--- src/rtl/rgb_pkg.sv ---
`default_nettype none
// ============================================================================
// Module   : rgb_pkg
// Brief    : Shared types and the magnitude-compare helper for the RGB
//            comparison indicator.
// Revision : 1.0 - initial release
// ============================================================================
package rgb_pkg;

    typedef enum logic [1:0] {
        CMP_NONE = 2'b00,
        CMP_LT   = 2'b01,
        CMP_EQ   = 2'b10,
        CMP_GT   = 2'b11
    } cmp_e;

    typedef enum logic {
        ST_IDLE = 1'b0,
        ST_SHOW = 1'b1
    } state_e;

    // Operands are zero-extended to this width by the caller; WIDTH up to 64.
    localparam int CMP_MAX_W = 64;

    function automatic cmp_e cmp_f(input logic [CMP_MAX_W-1:0] a,
                                   input logic [CMP_MAX_W-1:0] b);
        if (a > b) begin
            return CMP_GT;
        end else if (a == b) begin
            return CMP_EQ;
        end else begin
            return CMP_LT;
        end
    endfunction

endpackage
`default_nettype wire

--- src/rtl/rgb_pwm_gen.sv ---
`default_nettype none
// ============================================================================
// Module   : rgb_pwm_gen
// Brief    : Free-running PWM counter with a duty compare; one instance is
//            shared by all LED channels.
// Revision : 1.0 - initial release
// ============================================================================
module rgb_pwm_gen #(
    parameter int PWM_BITS = 8
) (
    input  logic                clk,
    input  logic                rst,
    input  logic                clr,
    input  logic [PWM_BITS-1:0] duty,
    output logic                pwm_out
);

    logic [PWM_BITS-1:0] r_cnt;

    always_ff @(posedge clk) begin
        if (rst || clr) begin
            r_cnt <= '0;
        end else begin
            r_cnt <= r_cnt + 1'b1;
        end
    end

    // Full-scale duty leaves exactly one dark cycle per period.
    assign pwm_out = (r_cnt < duty);

endmodule
`default_nettype wire

--- src/rtl/rgb_cmp_led_ctrl.sv ---
`default_nettype none
// ============================================================================
// Module   : rgb_cmp_led_ctrl
// Brief    : Latches two operands on load and shows their relation on an RGB
//            LED with PWM brightness, optional blink and a display hold time.
// Revision : 1.0 - initial release
// ============================================================================
module rgb_cmp_led_ctrl
    import rgb_pkg::*;
#(
    parameter int          WIDTH       = 4,
    parameter int          PWM_BITS    = 8,
    parameter int unsigned HOLD_CYCLES = 50_000_000,
    parameter int unsigned BLINK_DIV   = 12_500_000
) (
    input  logic                clk,
    input  logic                rst,
    input  logic [WIDTH-1:0]    a,
    input  logic [WIDTH-1:0]    b,
    input  logic                load,
    input  logic [PWM_BITS-1:0] duty,
    input  logic                blink_en,
    output logic                red,
    output logic                green,
    output logic                blue,
    output logic [1:0]          cmp,
    output logic                busy
);

    localparam int HOLD_W  = (HOLD_CYCLES > 2) ? $clog2(HOLD_CYCLES) : 1;
    localparam int BLINK_W = (BLINK_DIV > 2)   ? $clog2(BLINK_DIV)   : 1;

    localparam logic [HOLD_W-1:0]  c_hold_last  =
        HOLD_W'((HOLD_CYCLES > 0) ? (HOLD_CYCLES - 1) : 0);
    localparam logic [BLINK_W-1:0] c_blink_last = BLINK_W'(BLINK_DIV - 1);

    state_e              r_state;
    state_e              w_state_nxt;
    cmp_e                r_cmp;
    logic [PWM_BITS-1:0] r_duty;
    logic                r_blink_en;
    logic                r_phase;
    logic [HOLD_W-1:0]   r_hold_cnt;
    logic [BLINK_W-1:0]  r_blink_cnt;

    logic                w_hold_done;
    logic                w_pwm_on;
    logic                w_lit;
    logic [CMP_MAX_W-1:0] w_a_ext;
    logic [CMP_MAX_W-1:0] w_b_ext;

    assign w_a_ext     = CMP_MAX_W'(a);
    assign w_b_ext     = CMP_MAX_W'(b);
    assign w_hold_done = (HOLD_CYCLES != 0) && (r_hold_cnt == c_hold_last);

    // ---------------- FSM ----------------
    always_ff @(posedge clk) begin
        if (rst) begin
            r_state <= ST_IDLE;
        end else begin
            r_state <= w_state_nxt;
        end
    end

    always_comb begin
        w_state_nxt = r_state;
        case (r_state)
            ST_IDLE: begin
                if (load) begin
                    w_state_nxt = ST_SHOW;
                end
            end
            ST_SHOW: begin
                // A reload in the expiry cycle keeps the display alive.
                if (load) begin
                    w_state_nxt = ST_SHOW;
                end else if (w_hold_done) begin
                    w_state_nxt = ST_IDLE;
                end
            end
            default: w_state_nxt = ST_IDLE;
        endcase
    end

    // ---------------- capture, hold and blink ----------------
    always_ff @(posedge clk) begin
        if (rst) begin
            r_cmp       <= CMP_NONE;
            r_duty      <= '0;
            r_blink_en  <= 1'b0;
            r_phase     <= 1'b0;
            r_hold_cnt  <= '0;
            r_blink_cnt <= '0;
        end else if (load) begin
            r_cmp       <= cmp_f(w_a_ext, w_b_ext);
            r_duty      <= duty;
            r_blink_en  <= blink_en;
            r_phase     <= 1'b1;
            r_hold_cnt  <= '0;
            r_blink_cnt <= '0;
        end else if (r_state == ST_SHOW) begin
            if (HOLD_CYCLES != 0) begin
                if (w_hold_done) begin
                    r_hold_cnt <= '0;
                end else begin
                    r_hold_cnt <= r_hold_cnt + 1'b1;
                end
            end
            if (r_blink_cnt == c_blink_last) begin
                r_blink_cnt <= '0;
                r_phase     <= ~r_phase;
            end else begin
                r_blink_cnt <= r_blink_cnt + 1'b1;
            end
        end
    end

    rgb_pwm_gen #(
        .PWM_BITS (PWM_BITS)
    ) u_pwm (
        .clk     (clk),
        .rst     (rst),
        .clr     (load),
        .duty    (r_duty),
        .pwm_out (w_pwm_on)
    );

    // ---------------- output decode (registered sources only) ----------------
    assign w_lit = (r_state == ST_SHOW) && w_pwm_on && (!r_blink_en || r_phase);

    assign red   = w_lit && (r_cmp == CMP_GT);
    assign green = w_lit && (r_cmp == CMP_EQ);
    assign blue  = w_lit && (r_cmp == CMP_LT);
    assign cmp   = r_cmp;
    assign busy  = (r_state == ST_SHOW);

endmodule
`default_nettype wire

--- config.mk ---
export PLATFORM = sky130hd
export DESIGN_NAME = rgb_cmp_led_ctrl
export DESIGN_NICKNAME = d
export VERILOG_FILES = /design/src/rtl/rgb_pkg.sv /design/src/rtl/rgb_pwm_gen.sv /design/src/rtl/rgb_cmp_led_ctrl.sv
export SDC_FILE = /design/constraint.sdc
export NUM_CORES = 1
export LEC_CHECK = 0
export ABC_AREA = 1
export ABC_CLOCK_PERIOD_IN_PS = 2200
export BUFFER_PORTS_ARGS = -buffer_cell sky130_fd_sc_hd__buf_2
export CAP_MARGIN = 10
export CORE_ASPECT_RATIO = 2
export CORE_MARGIN = 10
export CORE_UTILIZATION = 45
export DETAILED_ROUTE_END_ITERATION = 8
export GPL_TIMING_DRIVEN = 0
export PLACE_DENSITY = 0.6
export SETUP_SLACK_MARGIN = 0.3
export SYNTH_ARGS = -nofsm -noshare
export SYNTH_HDL_FRONTEND = slang
export SYNTH_SLANG_ARGS = --single-unit
--- constraint.sdc ---
create_clock -name clk -period 2.2 [get_ports clk]
set_input_delay 0.11 -clock clk [delete_from_list [all_inputs] [get_ports clk]]
set_output_delay 0.11 -clock clk [all_outputs]
set_load 0.1 [all_outputs]
### After elaboration in Yosys (flattened, before gate mapping)

Index checks and enable logic that the tools add are counted.

| word-level totals | value |
|---|---|
| register bits | 71 |
| input bits | 20 |
| output and inout port bits | 6 |
| word-level logic and storage cells | 44 |

| operators by class | value |
|---|---|
| add/subtract/negate cells | 3 |
| order comparisons | 2 |
| equal/unequal tests | 6 |
| mux-type cells | 11 |
| bitwise logic cells | 2 |
| reductions and logical operators | 12 |

Operator list:

| kind | count |
|---|---|
| 26-bit by 1-bit adder with 26-bit output, second input constant | 1 |
| 26-bit == test, second input constant | 1 |
| 26-bit two-way mux | 1 |
| 24-bit by 1-bit adder with 24-bit output, second input constant | 1 |
| 24-bit == test, second input constant | 1 |
| 24-bit two-way mux | 1 |
| 8-bit by 1-bit adder with 8-bit output, second input constant | 1 |
| 8-bit < comparator | 1 |
| 1-bit two-way mux | 6 |
| 1-bit logical AND | 5 |
| 2-bit == test, second input constant | 2 |
| 4-bit == test | 1 |
| 4-bit greater-than comparator | 1 |
| 2-bit two-way mux | 2 |
| 2-bit nonzero test | 2 |
| 2-bit by 1-bit == test with 1-bit output, second input constant | 1 |
| 1-bit logical OR | 2 |
| 1-bit NOT | 2 |
| 1-bit one-hot mux with 2 select lines | 1 |
| 2-bit AND reduction | 1 |
| 2-bit OR reduction | 1 |
| 1-bit zero test | 1 |

### Logic depth before layout (Yosys ltp)

| depth | value |
|---|---|
| word-level depth | 4 |
| mapped depth | 10 |

### By module

A second synthesis with hierarchy kept.

| unflattened totals | value |
|---|---|
| cell total of the unflattened synthesis | 564 |
| area, all modules | 3900.0 µm² |

Modules (own cells, without submodules):

| module | times used | cells each | area each (µm²) |
|---|---|---|---|
| rgb_cmp_led_ctrl | 1 | 490 | 3383.2 |
| rgb_pwm_gen | 1 | 74 | 516.7 |

### Worst setup path before layout

No wires, ideal clock.

| timing path | value |
|---|---|
| path kind | flip-flop to output port |
| from | reg r_state, in the netlist busy |
| to | out blue |
| arrival | 2.787 ns |
| data required time | 2.090 ns |
| path slack | -0.697 ns |
| cell stages (with the launch flop) | 5 |
| buffers on the path | 2 |
| cell sequence | dfxtp_1 -> buf_6 -> buf_2 -> nand4_1 -> nor2_1 |

| on the way | value |
|---|---|
| longest elaborated chain between the ends | 3 |

Ends and longest elaborated chain:

| element | RTL line | RTL |
|---|---|---|
| from (decl) | rgb_cmp_led_ctrl.sv:37 | `state_e r_state;` |
| from (signal assigned) | rgb_cmp_led_ctrl.sv:61 | `r_state <= w_state_nxt;` |
| 1-bit logical AND (2 in series) | rgb_cmp_led_ctrl.sv:129 | `assign w_lit = (r_state == ST_SHOW) && w_pwm_on && (!r_blink_en \|\| r_phase);` |
| 1-bit logical AND | rgb_cmp_led_ctrl.sv:133 | `assign blue = w_lit && (r_cmp == CMP_LT);` |
| to (decl) | rgb_cmp_led_ctrl.sv:25 | `output logic blue,` |

No other way between the ends.

### Worst setup path in the final report

| timing path | value |
|---|---|
| from | reg u_pwm.r_cnt[1] |
| to | out green |

| on the way | value |
|---|---|
| longest elaborated chain between the ends | 4 |

Ends and longest elaborated chain:

| element | RTL line | RTL |
|---|---|---|
| from (decl) | rgb_pwm_gen.sv:18 | `logic [PWM_BITS-1:0] r_cnt;` |
| from (signal assigned) | rgb_pwm_gen.sv:24 | `r_cnt <= r_cnt + 1'b1;` |
| 8-bit < comparator | rgb_pwm_gen.sv:29 | `assign pwm_out = (r_cnt < duty);` |
| 1-bit logical AND (2 in series) | rgb_cmp_led_ctrl.sv:129 |  |
| 1-bit logical AND | rgb_cmp_led_ctrl.sv:132 | `assign green = w_lit && (r_cmp == CMP_EQ);` |
| to (decl) | rgb_cmp_led_ctrl.sv:24 | `output logic green,` |

No other way between the ends.

==> key figures <==
Floorplan
  – Die Ht: 151.2 µm
  – Initial Util: 46.39%
  – Die area: 12,940 µm²
  – Core region area: 8351 µm²
  – Die X: 85.61 µm
  – # IOs: 26
  – Cell Rows: 47

Drt
  – Vias: 3,593
  – Post-route DRC: 0
  – Initial DRC Count: 139
  – Drt total wl: 9875 µm
  – Detail Route Antenna Nets: 0
  – First-pass iteration count of the detailed router: 4
  – Routed wire length per instance: 13.97 µm
  – Vias per cell: 5.082

STA
  – Worst-Margin Slew: 0.4956 ns
  – Final worst slack: 0.3190 ns
  – Clock skew: 0.005798 ns
  – Max Slew Vio Count: 0
  – Final setup violation count: 0
  – RSZ-0062 raised after global routing: true
  – Max Clock Freq: 531.6 MHz
  – Min Hold Slack: 0.02206 ns
  – Crit share post-route: 85.50%
  – Minimum clock period: 1.881 ns
  – Final Hold Vio Count: 0
  – Rel. slew slack: 67.19%
  – Fin Setup TNS: 0 ns

Cells and area
  – Area Growth Syn to Fin: 19.90%
  – Final Core Density: 55.62%
  – Fraction of layout cells with a size suffix above 1: 19.05%
  – Nets@finish: 639
  – Number of fill cells in the layout: 845
  – Ant diodes: 0

Synthesis
  – Post-synth top cells: 112 x nand2_1, 98 x nor2_1, 73 x inv_1
  – Mean Syn Cell Area: 6.868 µm²
  – Yosys top cell by area: dfxtp_1
  – Most frequent cell after synthesis: nand2_1
  – Synth area leaders: dfxtp_1 37%, nand2_1 11%, nor2_1 9.5%
  – Nets in the synthesized netlist: 598
  – Gate Count Post-Synth: 564
  – Synth Warn #: 0
  – Ys flop type: dfxtp_1
  – Yosys reg bits: 71
  – Synth top area share: 36.69%
  – Post-synth EDFFs: 0
  – Synth unique cells: 35
  – Synth async-reset ratio: 0%
  – Cell Area, Synth: 3874 µm²
  – Sequential area share after synthesis: 36.69%

Global route
  – First-pass GRT wire length: 16,770 µm
  – Antenna violations before repair: 0
  – All-Layer GR Usage: 16.07%
  – Largest net degree at the start of global routing: 12
  – Vias in the first global route: 3,680
  – Gr ovfl total: 0

Power
  – Final total power: 3.130 mW
  – Leak Pwr: 1.757 nW
  – Power Density: 673.9 nW/µm²
  – Peak supply drop: 0.5162 mV

Place
  – Routability cong.: 0.8740
  – Detail Placement HPWL: 7616 µm
  – Count of input and output buffers: 25
  – Setup slack at placement: 0.2395 ns

Status
  – Status: finished, final reports clean

Clock tree
  – Clk slew on worst S/H paths: 0.06 ns
  – H-tree levels: 3
  – CTS buffer count: 9
  – Clk buf depth: 2
  – TritonCTS clock tree: built
  – Worst-Skew Late Latency: 0.34 ns
  – Clock net sink count: 71
  – Clk root buf: clkbuf_16

Worst setup path
  – Critical Path End Type: primary output
  – Max incr delay on CP: 0.36 ns
  – Slowest CP cell: dfxtp_4
  – Delay-heaviest family, CP: simple AND/OR/NAND/NOR gates
  – CP bufs+invs: 2
  – CP max FO: 3
  – Critical Path Source Type: register
  – Crit-path cells: ha_4, o21ai_2, nand2_1, nand2_1, nand2_1, nand2_1, nand4_1, buf_6, nor2_4, buf_12
  – Most used cell, CP: nand2_1
  – Crit path DAT: 1.77 ns
  – CP required: 2.09 ns
  – Critical path class: register to primary output

Worst hold path
  – HP Class: input pin to register

Flow run
  – Max cap viols: 0
layout make-up:
| cell class | count | area (µm²) | share of cell area, % |
|---|---|---|---|
| Inverter | 77 | 290.3 | 6.250 |
| Buffer | 8 | 50.05 | 1.078 |
| Clock inverter | 4 | 70.07 | 1.509 |
| Multi-Input combinational cell | 408 | 2212 | 47.63 |
| Clock buffer | 11 | 242.7 | 5.226 |
| Timing Repair Buffer | 30 | 214.0 | 4.607 |
| Sequential cell | 71 | 1443 | 31.06 |
| Tap cell | 98 | 122.6 | 2.640 |
metrics by stage:
step / cells / cell area (µm²)
global placement: 687 / 4149
global route: 707 / 4644
CTS: 704 / 4528
floorplan: 564 / 3901
detailed placement: 687 / 4149
finish: 707 / 4644
what timing repair did:
item | in CTS | in global routing
hold buffers | 1 | 0
resized for setup | 14 | 25
pin swaps | 4 | 12
hold endpoints to repair | 1 | 0
buffers inserted | 1 | 3
setup endpoints to repair | 3 | 3
worst paths after layout:
| check | start | endpoint | slack, ns | cells after the start |
|---|---|---|---|---|
| max | u_pwm.r_cnt[1] | green | 0.32 | 10 |
| min | rst | busy | 0.02 | 2 |
| max reg2reg | r_hold_cnt[0] | r_hold_cnt[12] | 0.55 | 8 |
| min reg2reg | r_duty[6] | r_duty[6] | 0.47 | 2 |
cells by family (layout without fill, tap and decap cells):
logic type | after synthesis | in the layout | share of synthesized area [%]
AND/OR/NAND/NOR | 316 | 316 | 37.40
buffers and inverters | 85 | 130 | 8.785
flip-flops | 71 | 71 | 36.69
AO/OA/AOI/OAI | 59 | 59 | 8.301
XOR/XNOR | 19 | 19 | 4.296
adder cells (fa/ha/maj) | 14 | 14 | 4.522
metal layers:
layer  global-route usage (%)  vias up  share of wire (%)
met4                    9.520        0                3.9
met3                    3.012       24                2.0
li1                         -     1888                  -
met2                    31.44       36                 58
met1                    14.58     1645                 36
met5                        0        -                  0
layout by cell type (no fill, tap or decap), drive strengths merged:
master	n
dlygate4sd3	1
nor3b	2
a21o	1
or2	2
buf	35
and2	2
xor2	16
nor4	1
nand4	13
o211ai	1
dfxtp	71
o21ai	19
xnor2	3
nor2	118
nor3	16
clkinv	4
bufinv	2
o21a	1
nand2	118
o22ai	1
clkbuf	13
a21oi	31
nand3	44
inv	75
ha	14
a31oi	5
flip-flops by register name, indices dropped and copies added, names as in the netlist:
register     count
busy             1
cmp              2
r_blink_cnt     24
r_blink_en       1
r_duty           8
r_hold_cnt      26
r_phase          1
u_pwm.r_cnt      8
report_power, final:
part           internal, mW  total [mW]  switching (mW)
sequential             1.31        1.32          0.0141
combinational        0.0813       0.245           0.164
clock                  1.01        1.56           0.550
total                  2.40        3.13           0.728
No activity file was read; power rests on OpenSTA's default activity.
